### config.mk
export PLATFORM = sky130hd
export DESIGN_NAME = i2c_req_arbiter_flat
export DESIGN_NICKNAME = d
export VERILOG_FILES = /design/src/rtl/i2c_req_arbiter_if.sv /design/src/rtl/i2c_req_arbiter.sv /design/src/flat_wrapper.sv
export SDC_FILE = /design/constraint.sdc
export NUM_CORES = 1
export LEC_CHECK = 0
export ABC_AREA = 1
export BUFFER_PORTS_ARGS = -buffer_cell sky130_fd_sc_hd__buf_4
export CAP_MARGIN = 10
export CELL_PAD_IN_SITES_DETAIL_PLACEMENT = 2
export CELL_PAD_IN_SITES_GLOBAL_PLACEMENT = 2
export CORE_UTILIZATION = 29
export DETAILED_ROUTE_END_ITERATION = 12
export PLACE_DENSITY = 0.95
export SLEW_MARGIN = 20
export SYNTH_ARGS = -nofsm -noshare
export SYNTH_HDL_FRONTEND = slang
export SYNTH_SLANG_ARGS = --single-unit
### constraint.sdc
create_clock -name clk -period 3 [get_ports clk]
set_clock_uncertainty 0.1 [all_clocks]
set_input_delay 0.6 -clock clk [delete_from_list [all_inputs] [get_ports clk]]
set_output_delay 0.6 -clock clk [all_outputs]
set_load 0.05 [all_outputs]
### src/rtl/i2c_req_arbiter_if.sv
// Requester-side and I2C-master-side signals of the request arbiter.
// The master modport is the arbiter's view; slave is the environment's view.
interface i2c_req_arbiter_if #(
    parameter int unsigned NUM_REQ = 4
);
    logic [NUM_REQ-1:0]   req;
    logic [NUM_REQ-1:0]   req_rw;
    logic [7*NUM_REQ-1:0] req_addr;
    logic [8*NUM_REQ-1:0] req_wdata;
    logic [NUM_REQ-1:0]   gnt;
    logic [NUM_REQ-1:0]   done;
    logic [7:0]           rdata;
    logic                 timeout_err;
    logic                 busy;
    logic                 m_ena;
    logic                 m_rw;
    logic [6:0]           m_address;
    logic [7:0]           m_data_in;
    logic                 m_valid;
    logic [7:0]           m_data_out;

    modport master (
        input  req, req_rw, req_addr, req_wdata, m_valid, m_data_out,
        output gnt, done, rdata, timeout_err, busy, m_ena, m_rw, m_address, m_data_in
    );

    modport slave (
        output req, req_rw, req_addr, req_wdata, m_valid, m_data_out,
        input  gnt, done, rdata, timeout_err, busy, m_ena, m_rw, m_address, m_data_in
    );
endinterface

### src/rtl/i2c_req_arbiter.sv
// Round-robin arbiter that shares one I2C master between NUM_REQ requesters.
// Latches the winner's command, waits for the master's valid pulse (or a
// timeout), returns done/rdata to the owner and forces a one-cycle ena gap.
module i2c_req_arbiter #(
    parameter int unsigned NUM_REQ        = 4,
    parameter int unsigned TIMEOUT_CYCLES = 65535,
    parameter int unsigned TO_W           = 16
) (
    input  logic               clk,
    input  logic               rst_n,
    i2c_req_arbiter_if.master  bus
);
    localparam int unsigned PTR_W = (NUM_REQ > 1) ? $clog2(NUM_REQ) : 1;

    typedef enum logic [1:0] {StIdle, StBusy, StRelease} state_e;

    state_e             state_q, state_d;
    logic [PTR_W-1:0]   ptr_q, ptr_d;
    logic [TO_W-1:0]    cnt_q, cnt_d;
    logic [NUM_REQ-1:0] gnt_q, gnt_d;
    logic [NUM_REQ-1:0] done_q, done_d;
    logic [7:0]         rdata_q, rdata_d;
    logic               to_q, to_d;
    logic               busy_q, busy_d;
    logic               ena_q, ena_d;
    logic               rw_q, rw_d;
    logic [6:0]         addr_q, addr_d;
    logic [7:0]         wdata_q, wdata_d;

    logic               win_found;
    logic [PTR_W-1:0]   win_idx;

    // Round-robin pick: first set req bit searching upward from ptr+1.
    always_comb begin
        win_found = 1'b0;
        win_idx   = '0;
        for (int unsigned k = 1; k <= NUM_REQ; k++) begin
            if (!win_found && bus.req[(32'(ptr_q) + k) % NUM_REQ]) begin
                win_found = 1'b1;
                win_idx   = PTR_W'((32'(ptr_q) + k) % NUM_REQ);
            end
        end
    end

    // Next-state and registered-output logic.
    always_comb begin
        state_d = state_q;
        ptr_d   = ptr_q;
        cnt_d   = cnt_q;
        gnt_d   = gnt_q;
        done_d  = '0;
        rdata_d = rdata_q;
        to_d    = 1'b0;
        ena_d   = ena_q;
        rw_d    = rw_q;
        addr_d  = addr_q;
        wdata_d = wdata_q;
        unique case (state_q)
            StIdle: begin
                if (win_found) begin
                    state_d = StBusy;
                    gnt_d   = NUM_REQ'(1) << win_idx;
                    ena_d   = 1'b1;
                    rw_d    = bus.req_rw[win_idx];
                    addr_d  = bus.req_addr[7*win_idx +: 7];
                    wdata_d = bus.req_wdata[8*win_idx +: 8];
                    ptr_d   = win_idx;
                    cnt_d   = '0;
                end
            end
            StBusy: begin
                cnt_d = cnt_q + 1'b1;
                // Valid takes precedence over a coincident timeout.
                if (bus.m_valid) begin
                    state_d = StRelease;
                    ena_d   = 1'b0;
                    gnt_d   = '0;
                    done_d  = gnt_q;
                    if (rw_q) rdata_d = bus.m_data_out;
                end else if (cnt_q == TO_W'(TIMEOUT_CYCLES - 1)) begin
                    state_d = StRelease;
                    ena_d   = 1'b0;
                    gnt_d   = '0;
                    done_d  = gnt_q;
                    to_d    = 1'b1;
                end
            end
            StRelease: begin
                state_d = StIdle;
            end
            default: begin
                state_d = StIdle;
            end
        endcase
        busy_d = (state_d != StIdle);
    end

    // State and output registers.
    always_ff @(posedge clk or negedge rst_n) begin
        if (!rst_n) begin
            state_q <= StIdle;
            ptr_q   <= PTR_W'(NUM_REQ - 1);
            cnt_q   <= '0;
            gnt_q   <= '0;
            done_q  <= '0;
            rdata_q <= '0;
            to_q    <= 1'b0;
            busy_q  <= 1'b0;
            ena_q   <= 1'b0;
            rw_q    <= 1'b0;
            addr_q  <= '0;
            wdata_q <= '0;
        end else begin
            state_q <= state_d;
            ptr_q   <= ptr_d;
            cnt_q   <= cnt_d;
            gnt_q   <= gnt_d;
            done_q  <= done_d;
            rdata_q <= rdata_d;
            to_q    <= to_d;
            busy_q  <= busy_d;
            ena_q   <= ena_d;
            rw_q    <= rw_d;
            addr_q  <= addr_d;
            wdata_q <= wdata_d;
        end
    end

    assign bus.gnt         = gnt_q;
    assign bus.done        = done_q;
    assign bus.rdata       = rdata_q;
    assign bus.timeout_err = to_q;
    assign bus.busy        = busy_q;
    assign bus.m_ena       = ena_q;
    assign bus.m_rw        = rw_q;
    assign bus.m_address   = addr_q;
    assign bus.m_data_in   = wdata_q;
endmodule

### src/flat_wrapper.sv
// flat-port wrapper written by rule: the top's interface ports become plain ports
module i2c_req_arbiter_flat 
#(
    parameter int unsigned NUM_REQ        = 4,
    parameter int unsigned TIMEOUT_CYCLES = 65535,
    parameter int unsigned TO_W           = 16
)
  (clk, rst_n, bus_req, bus_req_rw, bus_req_addr, bus_req_wdata, bus_m_valid, bus_m_data_out, bus_gnt, bus_done, bus_rdata, bus_timeout_err, bus_busy, bus_m_ena, bus_m_rw, bus_m_address, bus_m_data_in);
  i2c_req_arbiter_if #(.NUM_REQ(NUM_REQ)) bus_i ();
  input  logic clk;
  input  logic rst_n;
  input wire logic [$bits(bus_i.req)-1:0] bus_req;
  input wire logic [$bits(bus_i.req_rw)-1:0] bus_req_rw;
  input wire logic [$bits(bus_i.req_addr)-1:0] bus_req_addr;
  input wire logic [$bits(bus_i.req_wdata)-1:0] bus_req_wdata;
  input wire logic [$bits(bus_i.m_valid)-1:0] bus_m_valid;
  input wire logic [$bits(bus_i.m_data_out)-1:0] bus_m_data_out;
  output wire logic [$bits(bus_i.gnt)-1:0] bus_gnt;
  output wire logic [$bits(bus_i.done)-1:0] bus_done;
  output wire logic [$bits(bus_i.rdata)-1:0] bus_rdata;
  output wire logic [$bits(bus_i.timeout_err)-1:0] bus_timeout_err;
  output wire logic [$bits(bus_i.busy)-1:0] bus_busy;
  output wire logic [$bits(bus_i.m_ena)-1:0] bus_m_ena;
  output wire logic [$bits(bus_i.m_rw)-1:0] bus_m_rw;
  output wire logic [$bits(bus_i.m_address)-1:0] bus_m_address;
  output wire logic [$bits(bus_i.m_data_in)-1:0] bus_m_data_in;
  assign bus_i.req = bus_req;
  assign bus_i.req_rw = bus_req_rw;
  assign bus_i.req_addr = bus_req_addr;
  assign bus_i.req_wdata = bus_req_wdata;
  assign bus_i.m_valid = bus_m_valid;
  assign bus_i.m_data_out = bus_m_data_out;
  assign bus_gnt = bus_i.gnt;
  assign bus_done = bus_i.done;
  assign bus_rdata = bus_i.rdata;
  assign bus_timeout_err = bus_i.timeout_err;
  assign bus_busy = bus_i.busy;
  assign bus_m_ena = bus_i.m_ena;
  assign bus_m_rw = bus_i.m_rw;
  assign bus_m_address = bus_i.m_address;
  assign bus_m_data_in = bus_i.m_data_in;
  i2c_req_arbiter #(.NUM_REQ(NUM_REQ), .TIMEOUT_CYCLES(TIMEOUT_CYCLES), .TO_W(TO_W)) u_core (.clk(clk), .rst_n(rst_n), .bus(bus_i));
endmodule
; ---- Word level (Yosys, flattened, before mapping)
; Cells that the tools add are included.
[word_totals]
register_bits = 55
latchBits = 0
mem_bits_rw = 0
mem_bits_ro = 0
elab_cells = 81
n_memories = 0
[op_classes]
add_sub_neg = 5
multipliers = 1
div = 0
magnitude_cmp = 5
n_eq_ne = 4
shifts = 3
n_mux = 38
bitwise = 0
reduce_logical = 13
[op_table]
columns = cell, n
row1 = $pmux W16 S2, 1
row2 = $shiftx A32 B6 Y8, 1
row3 = $shiftx A28 B6 Y7, 1
row4 = $mux W4, 6
row5 = $add A16 B1 Y16 const B, 1
row6 = $eq A16 B16 Y1 const B, 1
row7 = $mux W16, 1
row8 = $lt A2 B3 Y1 const B, 5
row9 = $mux W1, 15
row10 = $mux W2, 7
row11 = $bmux W1 S2, 5
row12 = $pmux W4 S2, 1
row13 = $reduce_and A3 Y1, 2
row14 = $mul A3 B2 Y5 const A, 1
row15 = $add A2 B1 Y2 const B, 2
row16 = $add A2 B2 Y2 const B, 2
row17 = $pmux W2 S2, 1
row18 = $reduce_and A2 Y1, 2
row19 = $reduce_bool A2 Y1, 2
row20 = $shl A1 B2 Y4 const A, 1
row21 = $logic_and A1 B1 Y1, 3
row22 = $logic_not A1 Y1, 3
row23 = $ne A3 B2 Y1 const B, 1
row24 = $eq A2 B1 Y1 const B, 1
row25 = 3 further kinds, 3

; ---- Longest topological paths before layout
; Gate-level depths: netlist of the first run.
[logic_depth]
ltp_word = 16
ltp_mapped = 18
mapped_depth_nobuf = 16

; ---- Least setup slack after synthesis of the first run
; Ideal clock, no wire load.
[synth_path]
path_kind = register to register
start = reg u_core.ptr_q[0]
end = reg u_core.addr_q[1], in the netlist u_core.bus.m_address[1]
arrival_ns = 1.706
slack_ns = 1.076
path_stages_with_launch = 17
path_buffers = 3
period_less_slack_ns = 1.924
cell_sequence = dfstp_2 -> buf_6 -> inv_6 -> nand2_2 -> nand2_1 -> nand2_1 -> nand2_2 -> nor2_4 -> nand3b_1 -> nor2_1 -> nor2_2 -> buf_6 -> buf_6 -> nand2_1 -> nand2_1 -> nand2_1 -> nand2_1
[synth_between]
elab_chain_cells = 15
word_cells_on_any_way = 29
[synth_lines]
columns = item, line_no
row1 = start: declaration, i2c_req_arbiter.sv:18  ; logic [PTR_W-1:0] ptr_q, ptr_d;
row2 = start signal: assignment, i2c_req_arbiter.sv:102  ; ptr_q <= PTR_W'(NUM_REQ - 1);
row3 = start signal: assignment, i2c_req_arbiter.sv:115  ; ptr_q <= ptr_d;
row4 = $add A2 B1 Y2, "i2c_req_arbiter.sv:38, i2c_req_arbiter.sv:40"
row5 = $bmux W1 S2, i2c_req_arbiter.sv:38  ; if (!win_found && bus.req[(32'(ptr_q) + k) % NUM_REQ]) begin
row6 = $mux W1 (not written as such), i2c_req_arbiter.sv:38
row7 = $mux W1, i2c_req_arbiter.sv:38
row8 = $logic_not A1 Y1, i2c_req_arbiter.sv:38
row9 = $logic_and A1 B1 Y1, i2c_req_arbiter.sv:38
row10 = $mux W1, i2c_req_arbiter.sv:38
row11 = $logic_not A1 Y1, i2c_req_arbiter.sv:38
row12 = $logic_and A1 B1 Y1, i2c_req_arbiter.sv:38
row13 = $mux W1, i2c_req_arbiter.sv:38
row14 = $logic_not A1 Y1, i2c_req_arbiter.sv:38
row15 = $logic_and A1 B1 Y1, i2c_req_arbiter.sv:38
row16 = $mux W2, i2c_req_arbiter.sv:38
row17 = $mul A3 B2 Y5, i2c_req_arbiter.sv:65  ; addr_d = bus.req_addr[7*win_idx +: 7];
row18 = $shiftx A28 B6 Y7, i2c_req_arbiter.sv:65
row19 = end signal: assignment, i2c_req_arbiter.sv:124  ; addr_q <= addr_d;
row20 = end: declaration, i2c_req_arbiter.sv:27  ; logic [6:0] addr_q, addr_d;
; Several ways; a longest one is shown, not always the timed one. The select of a mux whose other input is x is not followed.
; A chain may end at the register's enable or synchronous reset.

; ---- Worst setup path in the final report of the first run
[layout_path]
start = reg u_core.ptr_q[0]
end = reg u_core.wdata_q[3], in the netlist u_core.bus.m_data_in[3]
[layout_between]
elab_chain_cells = 14
word_cells_on_any_way = 28
[layout_lines]
columns = item, line_no
row1 = $add A2 B1 Y2, "i2c_req_arbiter.sv:38, i2c_req_arbiter.sv:40"
row2 = $bmux W1 S2, i2c_req_arbiter.sv:38
row3 = $mux W1 (not written as such), i2c_req_arbiter.sv:38
row4 = $mux W1, i2c_req_arbiter.sv:38
row5 = $logic_not A1 Y1, i2c_req_arbiter.sv:38
row6 = $logic_and A1 B1 Y1, i2c_req_arbiter.sv:38
row7 = $mux W1, i2c_req_arbiter.sv:38
row8 = $logic_not A1 Y1, i2c_req_arbiter.sv:38
row9 = $logic_and A1 B1 Y1, i2c_req_arbiter.sv:38
row10 = $mux W1, i2c_req_arbiter.sv:38
row11 = $logic_not A1 Y1, i2c_req_arbiter.sv:38
row12 = $logic_and A1 B1 Y1, i2c_req_arbiter.sv:38
row13 = $mux W2 or $mux W1 (tied branches), i2c_req_arbiter.sv:38
row14 = $shiftx A32 B6 Y8 or $reduce_and A2 Y1 (tied branches), n/a
row15 = end signal: assignment, i2c_req_arbiter.sv:125  ; wdata_q <= wdata_d;
row16 = end: declaration, i2c_req_arbiter.sv:28  ; logic [7:0] wdata_q, wdata_d;
; Several ways; a longest one is shown, not always the timed one. The select of a mux whose other input is x is not followed.

==> flow_summary.json, run 1 <==
{
  "status": "completed",
  "timing.fmax_mhz": 371,
  "final_antenna_net_count": 0,
  "die_area_um2": 11700,
  "fin_ws_ps": 303,
  "synth_top_cell_area_share_pct": 40.6,
  "p_seq_share_pct": 21.3,
  "synth_warnings": 0,
  "slew_violations": 0,
  "start_kind": "register",
  "power_mw": 5.60,
  "cts_root_buf": "clkbuf_16",
  "antenna_found_initial": 0,
  "netlist_area_um2": 3270,
  "place_congestion": 0.800,
  "finalHoldViolCount": 0,
  "synth.distinct_cells": 34,
  "drt_iter0_markers": 106,
  "h-tree-depth": 2,
  "grt_use_total_pct": 21.9,
  "cts_buffers": 5,
  "multi_input_area_um2": 1610,
  "crit_top_cell": "nand2_1",
  "yosysMostFrequentCell": "nand2_1",
  "path_clk_slew_ps": 80,
  "die_w_um": 108,
  "core_area_um2": 10900,
  "io_buffer_count": 113,
  "routedWlPerCell_um": 17.3,
  "post_cts_resized": 0,
  "dr.pass1.iters": 4,
  "setup_viol": 0,
  "crit_family": "simple AND/OR/NAND/NOR gates",
  "period_needed_ps": 2700,
  "critical_path_required_ps": 3080,
  "hold_slack_ps": 261,
  "crit_chain": "inv_6, nand2_1, nand2_1, nand2_1, nand2_2, nor2_4, nand3_2, nand2_4, nand2_4, nand2_1, nand2_1, nand2_1, nand2_1, nand2_1, nand2_1",
  "synthArstFlopShare_pct": 100,
  "seq_area_um2": 1380,
  "power_density_nw_per_um2": 1300,
  "synth_top_area_cell": "dfrtp_1",
  "fin_cells": 699,
  "pwr-share-comb_pct": 68.1,
  "reg2reg_from": "u_core.ptr_q[0]",
  "drc": 0,
  "synth_seq_area_share_pct": 42.2,
  "diodes": 0,
  "clkSinkCount": 55,
  "max_stage_delay_ps": 660,
  "ios": 114,
  "endpoint_kind": "register",
  "syn-instance-count": 454,
  "hp-class": "primary input to asynchronous set/reset pin",
  "num_vias": 3431,
  "dp_hpwl_mm": 8.97,
  "drive_above_1_share_pct": 29.2,
  "num-nets-final": 639,
  "p_switching_mw": 3.19,
  "slew-limit-headroom_pct": 51.0,
  "critPathBufInv": 1,
  "crit_fanout": 35,
  "drv_cap": 0,
  "arrival_ps": 2780,
  "clock_power_share_pct": 10.6,
  "start_util_pct": 29.9,
  "area_growth_pct": 32.0,
  "synth_seq_cells": 55,
  "slowest_stage": "dfstp_2",
  "rsz0062_at_grt": "no",
  "dieHeight_um": 108,
  "min_period_over_period_pct": 89.9,
  "leakage_nw": 2.33,
  "ys_top_cells_by_area": "dfrtp_1 (41%), nand2_1 (24%), nand3_1 (7.8%)",
  "insertion_delay_ps": 300,
  "ir_drop_mv": 0.543,
  "grt_max_degree": 56,
  "internal-power_mw": 2.41,
  "clock_path_buffers": 2,
  "critPathKind": "register to register",
  "grt_pass1_vias": 3966,
  "cts_tree": "built",
  "dp_slack_ps": 287,
  "rows": 38,
  "ys_top_cells_by_count": "nand2_1 (213), dfrtp_1 (53), nand3_1 (51), inv_1 (28), nor2_1 (19)",
  "p_sw_share_pct": 57.0,
  "post_cts_buffers": 0,
  "finalWirelength_mm": 12.1,
  "dp.cells": 691,
  "avgSynthCellArea_um2": 7.20,
  "grt_pass1_wl_mm": 19.9,
  "synthesis.nets": 535,
  "cts_hold_buffers": 0,
  "crit_start": "u_core.ptr_q[0]",
  "grt_overflow": 0,
  "worstMarginPinSlew_ps": 734,
  "num-fill-cells": 1357,
  "routed_via_density": 4.91,
  "tns_ps": 0,
  "ff2ff_setup_slack_ps": 300,
  "ys.flop_type": "dfrtp_1",
  "synth-edff-count": 0
}
==> metrics by stage <==
step | area (um^2) | utilization (%)
floorplan | 3270 | -
global placement | 4170 | 38.1
detailed placement | 4170 | 38.1
CTS | 4320 | 39.5
global route | 4320 | 39.5
finish | 4320 | 39.5
==> kinds of logic (layout without fill, tap and decap cells) <==
logic type	count (synthesis)	count (layout)	share of synthesized area (%)
DFF	55	55	42.2
buffers and inverters	53	158	8.68
muxes	8	8	2.75
xor gates and xnor gates	3	3	0.804
AOI/OAI and AO/OA	26	26	5.01
and+or+nand+nor	307	307	39.8
adders and majority gates	2	2	0.765
==> sequential cells by signal, indices dropped and copies added, names as in the netlist <==
| signal | count |
|---|---|
| u_core.bus.timeout_err | 1 |
| u_core.bus.gnt | 4 |
| u_core.ptr_q | 2 |
| u_core.bus.m_address | 7 |
| u_core.cnt_q | 16 |
| u_core.bus.m_ena | 1 |
| u_core.bus.m_rw | 1 |
| u_core.bus.rdata | 8 |
| u_core.bus.busy | 1 |
| u_core.bus.m_data_in | 8 |
| u_core.bus.done | 4 |
| u_core.state_q | 2 |
==> area by class of cell <==
type | count | area share, %
clock inverters | 3 | 0.464
flip-flops and latches | 55 | 31.9
well taps | 140 | 4.06
multi-input cells | 346 | 37.2
repair buffers | 117 | 20.3
inverters | 33 | 3.04
clock buffers | 5 | 2.90
==> final timing paths <==
kind	end	cells after the start
hold / removal	u_core.cnt_q[9]	1
min in group clk	u_core.bus.timeout_err	2
max in group asynchronous	u_core.cnt_q[13]	1
setup reg to reg	u_core.bus.m_data_in[3]	15
hold reg to reg	u_core.bus.m_address[0]	2
setup / recovery	u_core.bus.m_data_in[3]	15
==> layout by cell type, fill, tap and decap left out, types with 3 or more instances in the layout <==
cell type    n
o22ai_1      3
o21ai_0     10
a21oi_1      3
dfrtp_1     53
o21ai_1      3
xor2_1       3
nand2_2     12
buf_4      117
nor3_1       3
inv_2        3
nand2_4      3
clkbuf_16    5
inv_1       28
nor2_1      19
mux2_2       8
nand3_1     51
nand2_1    213
==> worst reg2reg max path, cell delays in order, from the launching register on <==
cell	delay [ps]
dfstp_2	660
inv_6	100
nand2_1	70
nand2_1	80
nand2_1	100
nand2_2	90
nor2_4	120
nand3_2	110
nand2_4	320
nand2_4	320
nand2_1	170
nand2_1	70
nand2_1	60
nand2_1	70
nand2_1	70
nand2_1	70
==> metal layers <==
metal	up-vias	global-route usage, %	part of all wire (%)
met5	-	0	0
met4	0	6.16	2.0
met3	19	2.29	2.6
met2	79	42.0	55
met1	1707	25.5	40
li1	1626	-	-
==> power by group through the flow <==
stage	logic, mW	clock network (mW)	registers, mW
floorplan	2.32	0	1.77
global placement	3.64	0	1.18
detailed placement	3.85	0	1.20
CTS	3.89	0.609	1.19
global route	4.21	0.636	1.22
finish	3.82	0.593	1.19
Note: power is estimated with default switching activity, not from simulation.
==> run 2, diff against run 1 <==
--- a/config.mk
+++ b/config.mk
@@ -6,13 +6,13 @@
 export NUM_CORES = 1
 export LEC_CHECK = 0
 export ABC_AREA = 1
-export BUFFER_PORTS_ARGS = -buffer_cell sky130_fd_sc_hd__buf_4
 export CAP_MARGIN = 10
 export CELL_PAD_IN_SITES_DETAIL_PLACEMENT = 2
 export CELL_PAD_IN_SITES_GLOBAL_PLACEMENT = 2
-export CORE_UTILIZATION = 29
+export CORE_UTILIZATION = 36
 export DETAILED_ROUTE_END_ITERATION = 12
-export PLACE_DENSITY = 0.95
+export DONT_BUFFER_PORTS = 1
+export PLACE_DENSITY = 0.94
 export SLEW_MARGIN = 20
 export SYNTH_ARGS = -nofsm -noshare
 export SYNTH_HDL_FRONTEND = slang
==> run 2 against run 1 <==
Compared with the run above: maximum frequency up 2.8%; design area down 21%; hold slack worse by 240 ps; critical path type unchanged.
==> flow_summary.json, run 2 (synthesis gave the netlist of run 1 again) <==
{
  "slew-limit-headroom_pct": 54.3,
  "final_antenna_net_count": 0,
  "cts_tree": "built",
  "dieHeight_um": 97.3,
  "clock_power_share_pct": 9.4,
  "clkSinkCount": 55,
  "hp-class": "primary input to asynchronous set/reset pin",
  "post_cts_buffers": 0,
  "tns_ps": 0,
  "slowest_stage": "dfstp_2",
  "max_stage_delay_ps": 660,
  "seq_area_um2": 1380,
  "place_congestion": 0.864,
  "fin_ws_ps": 375,
  "setup_viol": 0,
  "status": "completed",
  "cts_root_buf": "clkbuf_8",
  "num-nets-final": 529,
  "ir_drop_mv": 0.546,
  "insertion_delay_ps": 330,
  "multi_input_area_um2": 1610,
  "post_cts_resized": 0,
  "num_vias": 3053,
  "reg2reg_from": "u_core.ptr_q[0]",
  "finalWirelength_mm": 10.9,
  "arrival_ps": 2750,
  "antenna_found_initial": 0,
  "top_register": "u_core.cnt_q",
  "grt_pass1_wl_mm": 18.0,
  "crit_chain": "inv_6, nand2_2, nand2_1, nand2_1, nand2_2, nor2_4, nand3_2, nand2_4, nand2_4, nand2_1, nand2_1, nand2_1, nand2_1, nand2_1, nand2_1",
  "core_area_um2": 8760,
  "clock_path_buffers": 2,
  "critical_path_required_ps": 3120,
  "crit_top_cell": "nand2_1",
  "timing.fmax_mhz": 381,
  "crit_start": "u_core.ptr_q[0]",
  "leakage_nw": 1.78,
  "slew_violations": 0,
  "io_buffer_count": 0,
  "placed_cell_area_um2": 3300,
  "period_needed_ps": 2620,
  "drv_cap": 0,
  "area_growth_pct": 4.74,
  "critPathKind": "register to register",
  "p_seq_share_pct": 36.4,
  "power_density_nw_per_um2": 1480,
  "start_util_pct": 37.3,
  "pwr-share-comb_pct": 54.2,
  "final_cell_mix": "nand2_1 (213), dfrtp_1 (53), nand3_1 (51)",
  "worstMarginPinSlew_ps": 685,
  "h-tree-depth": 2,
  "die_area_um2": 9470,
  "fin_util_pct": 39.1,
  "drt_iter0_markers": 112,
  "p_switching_mw": 3.10,
  "num-fill-cells": 1064,
  "routedWlPerCell_um": 19.5,
  "grt_use_total_pct": 23.9,
  "die_w_um": 97.3,
  "stdcell_area_um2": 3430,
  "drc": 0,
  "layout_commonest_cell": "nand2_1",
  "crit_fanout": 35,
  "cts_buffers": 5,
  "dp_hpwl_mm": 7.57,
  "diodes": 0,
  "dr.pass1.iters": 4,
  "grt_max_degree": 56,
  "cts_hold_buffers": 1,
  "endpoint_kind": "register",
  "rsz0062_at_grt": "no",
  "critPathBufInv": 1,
  "grt_pass1_vias": 3483,
  "grt_overflow": 0,
  "dp_slack_ps": 355,
  "drive_above_1_share_pct": 11.8,
  "internal-power_mw": 1.99,
  "routed_via_density": 5.48,
  "path_clk_slew_ps": 120,
  "largest_reg_flops": 16,
  "rows": 34,
  "min_period_over_period_pct": 87.5,
  "power_mw": 5.09,
  "ios": 114,
  "crit_family": "simple AND/OR/NAND/NOR gates",
  "finalHoldViolCount": 0,
  "start_kind": "register",
  "p_sw_share_pct": 60.9
}
run 2: through the flow:
stage | hold slack (ps) | std cells
2_1_floorplan | 204 | 454
3_3_place_gp | 207 | 548
3_5_place_dp | 206 | 548
4_1_cts | 19.3 | 557
5_1_grt | 23.7 | 557
6_report | 16.7 | 557
run 2: metal layers:
layer  wire length, um  vias up  track usage (%)
met5                 0        -                0
met4               320        0             9.16
met3               500       22             4.96
met2              5680       87             43.8
met1              4390     1536             27.0
li1                  -     1408                -
run 2: final cells by class:
cell class | count | area share (%)
Clock buffer | 5 | 2.01
Timing Repair Buffer | 7 | 2.12
Inverter | 33 | 3.83
Multi-Input combinational cell | 346 | 46.9
Tap cell | 108 | 3.94
Clock inverter | 3 | 0.913
Sequential cell | 55 | 40.2
run 2: worst paths after layout:
check,cells past startpoint,to,slack [ps]
worst max register to register,15,u_core.bus.m_address[1],380
worst min-delay path,1,u_core.bus.rdata[5],20
worst min register to register,1,u_core.cnt_q[4],460
min in group clk,1,u_core.bus.timeout_err,220
max in group asynchronous,1,u_core.ptr_q[1],2500
worst max-delay path,15,u_core.bus.m_address[1],380
run 2: power by group through the flow:
stage / Combinational, mW / Sequential, mW / Clock, mW
floorplan: 2.32 / 1.77 / 0
global placement: 2.58 / 1.84 / 0
detailed placement: 2.73 / 1.86 / 0
CTS: 2.81 / 1.85 / 0.493
global route: 3.12 / 1.88 / 0.510
finish: 2.76 / 1.85 / 0.477
